File: src/rtl/fetch_unit_if.sv
// rtl/fetch_unit_if.sv - PC, instruction memory and decode port bundle for the fetch sequencer
interface fetch_unit_if #(
  parameter int ADDR_W  = 16,
  parameter int INSTR_W = 9,
  parameter int CNT_W   = 16
);
  logic [ADDR_W-1:0]  pc_addr;
  logic               pc_enable;
  logic               mem_req;
  logic [ADDR_W-1:0]  mem_addr;
  logic               mem_ack;
  logic [INSTR_W-1:0] mem_rdata;
  logic               instr_valid;
  logic [INSTR_W-1:0] instr;
  logic [ADDR_W-1:0]  instr_addr;
  logic               instr_ready;
  logic               halt;
  logic               halted;
  logic [CNT_W-1:0]   retired_cnt;

  modport master (
    input  pc_addr, mem_ack, mem_rdata, instr_ready, halt,
    output pc_enable, mem_req, mem_addr, instr_valid, instr, instr_addr, halted, retired_cnt
  );

  modport slave (
    output pc_addr, mem_ack, mem_rdata, instr_ready, halt,
    input  pc_enable, mem_req, mem_addr, instr_valid, instr, instr_addr, halted, retired_cnt
  );
endinterface

File: src/rtl/fetch_unit.sv
// rtl/fetch_unit.sv - instruction fetch sequencer: memory request, decode handshake, PC advance
module fetch_unit #(
  parameter int ADDR_W  = 16,
  parameter int INSTR_W = 9,
  parameter int CNT_W   = 16
) (
  input  logic          clk,
  input  logic          reset,
  fetch_unit_if.master  bus
);

  typedef enum logic [1:0] {
    IDLE   = 2'd0,
    REQ    = 2'd1,
    HOLD   = 2'd2,
    HALTED = 2'd3
  } state_t;

  state_t             state_q, state_d;
  logic [INSTR_W-1:0] instr_q, instr_d;
  logic [ADDR_W-1:0]  instr_addr_q, instr_addr_d;
  logic [CNT_W-1:0]   cnt_q, cnt_d;

  always_comb begin
    state_d      = state_q;
    instr_d      = instr_q;
    instr_addr_d = instr_addr_q;
    cnt_d        = cnt_q;
    case (state_q)
      IDLE: state_d = REQ;
      REQ: begin
        if (bus.mem_ack) begin
          instr_d      = bus.mem_rdata;
          instr_addr_d = bus.pc_addr;
          state_d      = HOLD;
        end
      end
      HOLD: begin
        // halt only matters on the cycle decode actually takes the instruction
        if (bus.instr_ready) begin
          cnt_d   = cnt_q + CNT_W'(1);
          state_d = bus.halt ? HALTED : REQ;
        end
      end
      HALTED: state_d = HALTED;
      default: state_d = IDLE;
    endcase
  end

  always_ff @(posedge clk or posedge reset) begin
    if (reset) begin
      state_q      <= IDLE;
      instr_q      <= '0;
      instr_addr_q <= '0;
      cnt_q        <= '0;
    end else begin
      state_q      <= state_d;
      instr_q      <= instr_d;
      instr_addr_q <= instr_addr_d;
      cnt_q        <= cnt_d;
    end
  end

  // request and PC advance decode straight from state so zero-wait memory works
  assign bus.mem_req     = (state_q == REQ);
  assign bus.mem_addr    = bus.pc_addr;
  assign bus.pc_enable   = (state_q == HOLD) && bus.instr_ready && !bus.halt;
  assign bus.instr_valid = (state_q == HOLD);
  assign bus.halted      = (state_q == HALTED);
  assign bus.instr       = instr_q;
  assign bus.instr_addr  = instr_addr_q;
  assign bus.retired_cnt = cnt_q;

endmodule
File: src/flat_wrapper.sv
// flat-port wrapper written by rule: the top's interface ports become plain ports
module fetch_unit_flat 
#(
  parameter int ADDR_W  = 16,
  parameter int INSTR_W = 9,
  parameter int CNT_W   = 16
)
  (clk, reset, bus_pc_addr, bus_mem_ack, bus_mem_rdata, bus_instr_ready, bus_halt, bus_pc_enable, bus_mem_req, bus_mem_addr, bus_instr_valid, bus_instr, bus_instr_addr, bus_halted, bus_retired_cnt);
  fetch_unit_if #(.ADDR_W(ADDR_W), .INSTR_W(INSTR_W), .CNT_W(CNT_W)) bus_i ();
  input  logic clk;
  input  logic reset;
  input wire logic [$bits(bus_i.pc_addr)-1:0] bus_pc_addr;
  input wire logic [$bits(bus_i.mem_ack)-1:0] bus_mem_ack;
  input wire logic [$bits(bus_i.mem_rdata)-1:0] bus_mem_rdata;
  input wire logic [$bits(bus_i.instr_ready)-1:0] bus_instr_ready;
  input wire logic [$bits(bus_i.halt)-1:0] bus_halt;
  output wire logic [$bits(bus_i.pc_enable)-1:0] bus_pc_enable;
  output wire logic [$bits(bus_i.mem_req)-1:0] bus_mem_req;
  output wire logic [$bits(bus_i.mem_addr)-1:0] bus_mem_addr;
  output wire logic [$bits(bus_i.instr_valid)-1:0] bus_instr_valid;
  output wire logic [$bits(bus_i.instr)-1:0] bus_instr;
  output wire logic [$bits(bus_i.instr_addr)-1:0] bus_instr_addr;
  output wire logic [$bits(bus_i.halted)-1:0] bus_halted;
  output wire logic [$bits(bus_i.retired_cnt)-1:0] bus_retired_cnt;
  assign bus_i.pc_addr = bus_pc_addr;
  assign bus_i.mem_ack = bus_mem_ack;
  assign bus_i.mem_rdata = bus_mem_rdata;
  assign bus_i.instr_ready = bus_instr_ready;
  assign bus_i.halt = bus_halt;
  assign bus_pc_enable = bus_i.pc_enable;
  assign bus_mem_req = bus_i.mem_req;
  assign bus_mem_addr = bus_i.mem_addr;
  assign bus_instr_valid = bus_i.instr_valid;
  assign bus_instr = bus_i.instr;
  assign bus_instr_addr = bus_i.instr_addr;
  assign bus_halted = bus_i.halted;
  assign bus_retired_cnt = bus_i.retired_cnt;
  fetch_unit #(.ADDR_W(ADDR_W), .INSTR_W(INSTR_W), .CNT_W(CNT_W)) u_core (.clk(clk), .reset(reset), .bus(bus_i));
endmodule
File: config.mk
export PLATFORM = sky130hd
export DESIGN_NAME = fetch_unit_flat
export DESIGN_NICKNAME = d
export VERILOG_FILES = /design/src/rtl/fetch_unit_if.sv /design/src/rtl/fetch_unit.sv /design/src/flat_wrapper.sv
export SDC_FILE = /design/constraint.sdc
export NUM_CORES = 1
export LEC_CHECK = 0
export BUFFER_PORTS_ARGS = -buffer_cell sky130_fd_sc_hd__buf_2
export CAP_MARGIN = 40
export CORE_MARGIN = 3
export CORE_UTILIZATION = 46
export DETAILED_ROUTE_END_ITERATION = 7
export PLACE_DENSITY_LB_ADDON = 0.08
export SETUP_SLACK_MARGIN = 0.1
export SLEW_MARGIN = 40
export SYNTH_ARGS = -nofsm -noshare
export SYNTH_HDL_FRONTEND = slang
export SYNTH_SLANG_ARGS = --single-unit
export TNS_END_PERCENT = 10
File: constraint.sdc
create_clock -name clk -period 1.8 [get_ports clk]
set_clock_uncertainty 0.2 [all_clocks]
set_input_delay 0.36 -clock clk [delete_from_list [all_inputs] [get_ports clk]]
set_output_delay 0.36 -clock clk [all_outputs]
set_load 0.005 [all_outputs]
==> Implementation_results.wiki, run 1 <==
{| class="wikitable"
! Metric !! Value
|-
| Pre-CTS setup slack || 0.197 ns
|-
| Register area share after synthesis || 0.551
|-
| Number of antenna violations at the first check in global routing || 0
|-
| DRC violation count after routing || 0
|-
| Kind of launch point of the worst setup path || register
|-
| Mapped cell area || between 1500 and 2000 µm²
|-
| Power density over cell area || 807 nW/µm²
|-
| Setup TNS || 0 ns
|-
| Port bufs || 90
|-
| Clock-pin slew on the worst setup and hold paths || 0.08 ns
|-
| Unrepaired setup endpoints after global routing || yes
|-
| Number of nets in the final layout || 254
|-
| Placer's final routability congestion estimate || about 0.8
|-
| Total global routing overflow || 0
|-
| CP bufs+invs || 1
|-
| TritonCTS clock tree || yes
|-
| Number of detailed-route iterations in the first pass || 3
|-
| Number of vias after detailed routing || 1300
|-
| Capture point of the worst path || bus_pc_enable
|-
| Peak Freq || roughly 600 MHz
|-
| Total area of multi-input combinational cells || 727 µm²
|-
| Final setup violation count || 0
|-
| Number of library cell types mapped by synthesis || 24
|-
| Top library cells by usage in the layout, fill and taps aside || sky130_fd_sc_hd__buf_2, sky130_fd_sc_hd__dfrtp_1, sky130_fd_sc_hd__mux2_4
|-
| Number of maximum-capacitance constraint violations || 0
|-
| Worst Max-Slew Pin Slew || ~0.7 ns
|-
| Clock Latency Late Sink || 0.29 ns
|-
| Violation count after the first detailed-routing iteration || 73
|-
| Syn Inst Count || 140
|-
| WHS || 0.0966 ns
|-
| Post-synth net total || about 170
|-
| Clock root cell || sky130_fd_sc_hd__clkbuf_8
|-
| Maximum number of pins on one net before global-route repair || 27
|-
| Clock buffers created by TritonCTS || 5
|-
| Ordered cell list for the critical path || nand3b_4 > nor2_1 > buf_2
|-
| Highest-delay cell along the critical path || sky130_fd_sc_hd__dfrtp_1
|-
| Most common cell after layout, fill and taps aside || sky130_fd_sc_hd__buf_2
|-
| Reg-to-Reg End || u_core.bus.retired_cnt[10]
|-
| Minimum setup slack in the final design || about 0.13 ns
|-
| Die Height || approximately 71 µm
|-
| Peak supply drop || about 540 µV
|-
| Number of filler instances in the final layout || 331
|-
| Gr usage total || 0.158
|-
| Antenna diode count || 0
|-
| Top_reg_cell synth || sky130_fd_sc_hd__dfrtp_1
|-
| First-pass GRT wire length || around 6300 µm
|-
| Area of the die || 5060 µm²
|-
| Hold-critical path depth || 2
|-
| Signed area change from the synthesized netlist to the final layout || 27.0%
|-
| Post-synth EDFFs || 0
|-
| Number of top-level pins || slightly above 90
|-
| Worst reg-to-reg path cell count || 5
|-
| Portion of the clock cycle consumed by the worst path in the final layout || 0.925
|-
| Total number of yosys warnings || 0
|-
| Max-slew violation total from the final report || 0
|-
| Maximum fanout along the worst path || 6
|-
| Syn Area/Cell || around 14 µm²
|-
| Outcome || completed
|-
| Period minus WS final || between 1.5 and 2 ns
|-
| Slack of the worst reg-to-reg path || 0.16 ns
|-
| Critical path's largest stage delay || about 0.43 ns
|-
| Data required time at the worst endpoint || ~1.2 ns
|-
| Cell family contributing the most delay on the critical path || flip-flops
|-
| Post-detailed-placement half-perimeter wirelength || between 2000 and 3000 µm
|-
| Initial core utilization || 0.481
|-
| Remaining max-slew budget at the tightest pin || 0.538
|-
| Number of antenna-violating nets in the routed design || 0
|-
| Via count of the first global-routing pass || roughly 1300
|-
| Flip-flop and latch count after synthesis || between 40 and 50
|-
| H-tree Lvls || 2
|-
| Layout cell share with drive strength beyond 1 || 0.585
|-
| Type of the most critical hold path || input port to register
|-
| Share of async-settable or async-resettable flops after synthesis || 1.00
|-
| Routed WL per cell || roughly 14 µm
|-
| Cell leakage power || roughly 1.5 nW
|-
| Vias per cell || 4.74
|-
| Final wirelength || roughly 3800 µm
|-
| Path length in cells of the critical path || 3
|-
| Arrival time of data at the critical path endpoint || 1.11 ns
|-
| Standard-cell rows || 23
|-
| Critical path capture point type || output port
|-
| Reg-to-reg startpoint || u_core.state_q[0]
|-
| Sinks on Clock Net || 43
|-
| Sequential standard cell area || 1080 µm²
|-
| Critical path launch point || u_core.state_q[0]
|-
| Crit path kind || register to output port
|-
| Area inside the core boundary || 4060 µm²
|-
| Number of hold-slack violations in the final timing report || 0
|-
| Clock buffer depth || 2
|-
| Die Span X || between 70 and 80 µm
|}
[stage by stage]
stage               power, mW  area (µm²)  cells  utilization
global route             2.12        2480    274        0.611
global placement         1.42        2360    264        0.582
detailed placement       1.43        2360    264        0.582
CTS                      2.03        2480    274        0.611
finish                   2.00        2480    274        0.611
floorplan                1.29        1950    140            -
[logic make-up after synthesis]
logic type / count (synthesis) / synth area share
AND/OR/NAND/NOR: 33 / 0.108
flip-flops: 43 / 0.551
multiplexers: 25 / 0.181
buffers and inverters: 20 / 0.0769
adder cells (fa/ha/maj): 1 / 0.00641
XOR/XNOR: 15 / 0.0673
AO/OA/AOI/OAI: 3 / 0.00961
[what timing repair did]
| action | CTS | global route |
|---|---|---|
| hold endpoints to repair | 17 | 0 |
| buffers inserted | 1 | 0 |
| pin swaps | 0 | 0 |
| resized for setup | 0 | 1 |
| hold buffers | 1 | 0 |
| setup endpoints to repair | 1 | 4 |
[power by group]
group	internal (mW)	switching (mW)	total, mW
Combinational	0.190	0.111	0.301
Sequential	1.05	0.0560	1.11
Clock	0.271	0.321	0.592
[sequential cells by signal (all words and copies together) (netlist names)]
signal / flops
u_core.bus.instr_addr: 16
u_core.bus.retired_cnt: 16
u_core.bus.instr: 9
u_core.state_q: 2
[layout make-up]
type | instances | area share
inverter | 2 | 0.00303
tap | 50 | 0.0252
multi-input combinational | 77 | 0.293
clock buffer | 6 | 0.0293
clock inverter | 2 | 0.00505
timing repair buffer | 94 | 0.210
sequential | 43 | 0.434
[how the worst min path moves through the flow]
stage	slack, ns	from	to
2_1_floorplan	0.27	u_core.bus.retired_cnt[15]	u_core.bus.retired_cnt[15]
3_3_place_gp	0.20	reset	u_core.bus.instr[2]
3_5_place_dp	0.21	reset	u_core.bus.instr[2]
4_1_cts	0.09	bus_mem_rdata[1]	u_core.bus.instr[1]
5_1_grt	0.08	bus_mem_rdata[3]	u_core.bus.instr[3]
6_report	0.1	bus_mem_rdata[1]	u_core.bus.instr[1]
[metal layers]
layer	track usage	up-vias	share of wire	wire length (µm)
met3	0.0497	7	0.10	381
met2	0.247	65	0.45	1710
met5	0	-	0	0
met4	0.0564	0	0.016	62
met1	0.207	605	0.43	1620
li1	-	623	-	-
[synth_stat cells (3+ instances only)]
cell type,instances,area share
sky130_fd_sc_hd__buf_4,16,0.062
sky130_fd_sc_hd__dfrtp_1,43,0.55
sky130_fd_sc_hd__mux2_2,6,0.035
sky130_fd_sc_hd__mux2_4,19,0.15
sky130_fd_sc_hd__nand2_1,8,0.015
sky130_fd_sc_hd__nand3_1,7,0.018
sky130_fd_sc_hd__nor2_1,3,0.0058
sky130_fd_sc_hd__xnor2_1,11,0.049
sky130_fd_sc_hd__xor2_1,4,0.018
Power figures use the tool's default switching activity.
==> run 2, diff against run 1 <==
--- a/config.mk
+++ b/config.mk
@@ -5,11 +5,11 @@
 export SDC_FILE = /design/constraint.sdc
 export NUM_CORES = 1
 export LEC_CHECK = 0
-export BUFFER_PORTS_ARGS = -buffer_cell sky130_fd_sc_hd__buf_2
 export CAP_MARGIN = 40
 export CORE_MARGIN = 3
-export CORE_UTILIZATION = 46
+export CORE_UTILIZATION = 60
 export DETAILED_ROUTE_END_ITERATION = 7
+export DONT_BUFFER_PORTS = 1
 export PLACE_DENSITY_LB_ADDON = 0.08
 export SETUP_SLACK_MARGIN = 0.1
 export SLEW_MARGIN = 40
==> Implementation_results.wiki, run 2 (synthesis gave the netlist of run 1 again) <==
{| class="wikitable"
! Metric !! Value
|-
| Signed area change from the synthesized netlist to the final layout || 18.8%
|-
| Pre-CTS setup slack || approximately 0.1 ns
|-
| H-tree Lvls || 2
|-
| Arrival time of data at the critical path endpoint || ~1.1 ns
|-
| Antenna diode count || 0
|-
| Data required time at the worst endpoint || 1.24 ns
|-
| Area inside the core boundary || 3080 µm²
|-
| Max-slew violation total from the final report || 0
|-
| Violation count after the first detailed-routing iteration || 35
|-
| Clock buffer depth || 2
|-
| Final wirelength || 3680 µm
|-
| Clock-pin slew on the worst setup and hold paths || between 0.1 and 0.15 ns
|-
| Type of the most critical hold path || input port to register
|-
| Outcome || completed
|-
| Portion of the clock cycle consumed by the worst path in the final layout || 0.933
|-
| TritonCTS clock tree || yes
|-
| Port bufs || 0
|-
| Most common cell after layout, fill and taps aside || sky130_fd_sc_hd__dfrtp_1
|-
| Number of antenna-violating nets in the routed design || 0
|-
| Standard-cell rows || 20
|-
| Number of nets in the final layout || between 150 and 200
|-
| Layout cell share with drive strength beyond 1 || 0.303
|-
| Number of antenna violations at the first check in global routing || 0
|-
| Die Height || 63.1 µm
|-
| First-pass GRT wire length || a little over 6000 µm
|-
| Unrepaired setup endpoints after global routing || yes
|-
| Number of maximum-capacitance constraint violations || 0
|-
| End-of-flow core utilization || 0.754
|-
| Setup TNS || 0 ns
|-
| Clock buffers created by TritonCTS || 5
|-
| Period minus WS final || 1.68 ns
|-
| Kind of launch point of the worst setup path || register
|-
| Peak supply drop || roughly 570 µV
|-
| Minimum setup slack in the final design || approximately 0.12 ns
|-
| Initial core utilization || 0.635
|-
| Total global routing overflow || 0
|-
| Vias per cell || 5.38
|-
| Area of the die || between 3000 and 4000 µm²
|-
| Sinks on Clock Net || 43
|-
| Maximum fanout along the worst path || 6
|-
| Cell leakage power || roughly 1.2 nW
|-
| Top library cells by usage in the layout, fill and taps aside || sky130_fd_sc_hd__dfrtp_1, sky130_fd_sc_hd__dlygate4sd3_1, sky130_fd_sc_hd__mux2_4
|-
| Peak Freq || around 600 MHz
|-
| Critical path capture point type || output port
|-
| Worst Max-Slew Pin Slew || about 0.36 ns
|-
| Worst reg-to-reg path cell count || 4
|-
| DRC violation count after routing || 0
|-
| Routed WL per cell || 17.6 µm
|-
| Clock Latency Late Sink || 0.34 ns
|-
| Remaining max-slew budget at the tightest pin || 0.759
|-
| Crit path kind || register to output port
|-
| Number of top-level pins || around 90
|-
| Placer's final routability congestion estimate || between 0.7 and 0.8
|-
| Clock root cell || sky130_fd_sc_hd__clkbuf_4
|-
| Hold-critical path depth || 2
|-
| Power density over cell area || around 800 nW/µm²
|-
| Die Span X || about 63 µm
|-
| Via count of the first global-routing pass || around 1100
|-
| Number of hold-slack violations in the final timing report || 0
|-
| Final setup violation count || 0
|-
| Gr usage total || 0.202
|-
| Number of vias after detailed routing || about 1100
|-
| Maximum number of pins on one net before global-route repair || 26
|-
| Number of detailed-route iterations in the first pass || 4
|}
-- run 2: cell types whose count changed in the layout (fill, tap and decap cells not counted), moves of 2 or more --
cell,before,now
sky130_fd_sc_hd__dfrtp_1,42,40
sky130_fd_sc_hd__buf_2,90,0
sky130_fd_sc_hd__dlygate4sd3_1,1,28
sky130_fd_sc_hd__clkbuf_4,0,5
sky130_fd_sc_hd__buf_4,0,4
sky130_fd_sc_hd__dfrtp_2,1,3
sky130_fd_sc_hd__clkbuf_8,5,2
-- run 2: critical path, cell delays in order (launching register included) --
cell                       delay, ns
sky130_fd_sc_hd__dfrtp_1        0.45
sky130_fd_sc_hd__nand3b_4       0.22
sky130_fd_sc_hd__nor2_2         0.12
-- run 2: final timing paths --
kind	end	startpoint	slack, ns
min	u_core.state_q[0]	bus_mem_ack	0.06
max in group asynchronous	u_core.bus.retired_cnt[0]	reset	0.63
max	bus_pc_enable	u_core.state_q[0]	0.12
max reg2reg	u_core.bus.instr_addr[12]	u_core.state_q[0]	0.13
min in group asynchronous	u_core.bus.instr_addr[13]	reset	0.18
min reg2reg	u_core.bus.retired_cnt[15]	u_core.bus.retired_cnt[15]	0.31
-- run 2: cell type report --
class                           count  area (µm²)
Clock buffer                        8        68.8
Multi-Input combinational cell     77         747
Sequential cell                    43        1080
Fill cell                         223         758
Inverter                            2        7.51
Timing Repair Buffer               35         362
Tap cell                           44        55.1
-- run 2: per-stage QoR --
step | instances | area (µm²) | power [mW] | hold WS [ns]
global route | 209 | 2320 | 1.97 | 0.0364
detailed placement | 169 | 1910 | 1.30 | 0.103
CTS | 207 | 2280 | 1.86 | 0.0145
finish | 209 | 2320 | 1.86 | 0.0570
global placement | 169 | 1910 | 1.29 | 0.0935
floorplan | 140 | 1950 | 1.29 | 0.268
-- run 2: per-layer routing --
layer	GRT usage	wire [µm]
met5	0	0
met4	0.0496	30
met3	0.0927	353
met2	0.324	1890
met1	0.250	1410
-- run 2: what timing repair did --
item | CTS | global route
resized for setup | 2 | 5
setup endpoints to repair | 2 | 15
endpoints found under the hold margin | 45 | 0
buffers inserted | 2 | 1
pin swaps | 0 | 4
hold buffers | 28 | 0
-- run 2: where the power goes --
group	leakage (nW)	internal, mW	switching [mW]	total [mW]
clock	0.0386	0.230	0.281	0.511
combinational	0.554	0.149	0.0585	0.207
sequential	0.569	1.05	0.0905	1.15
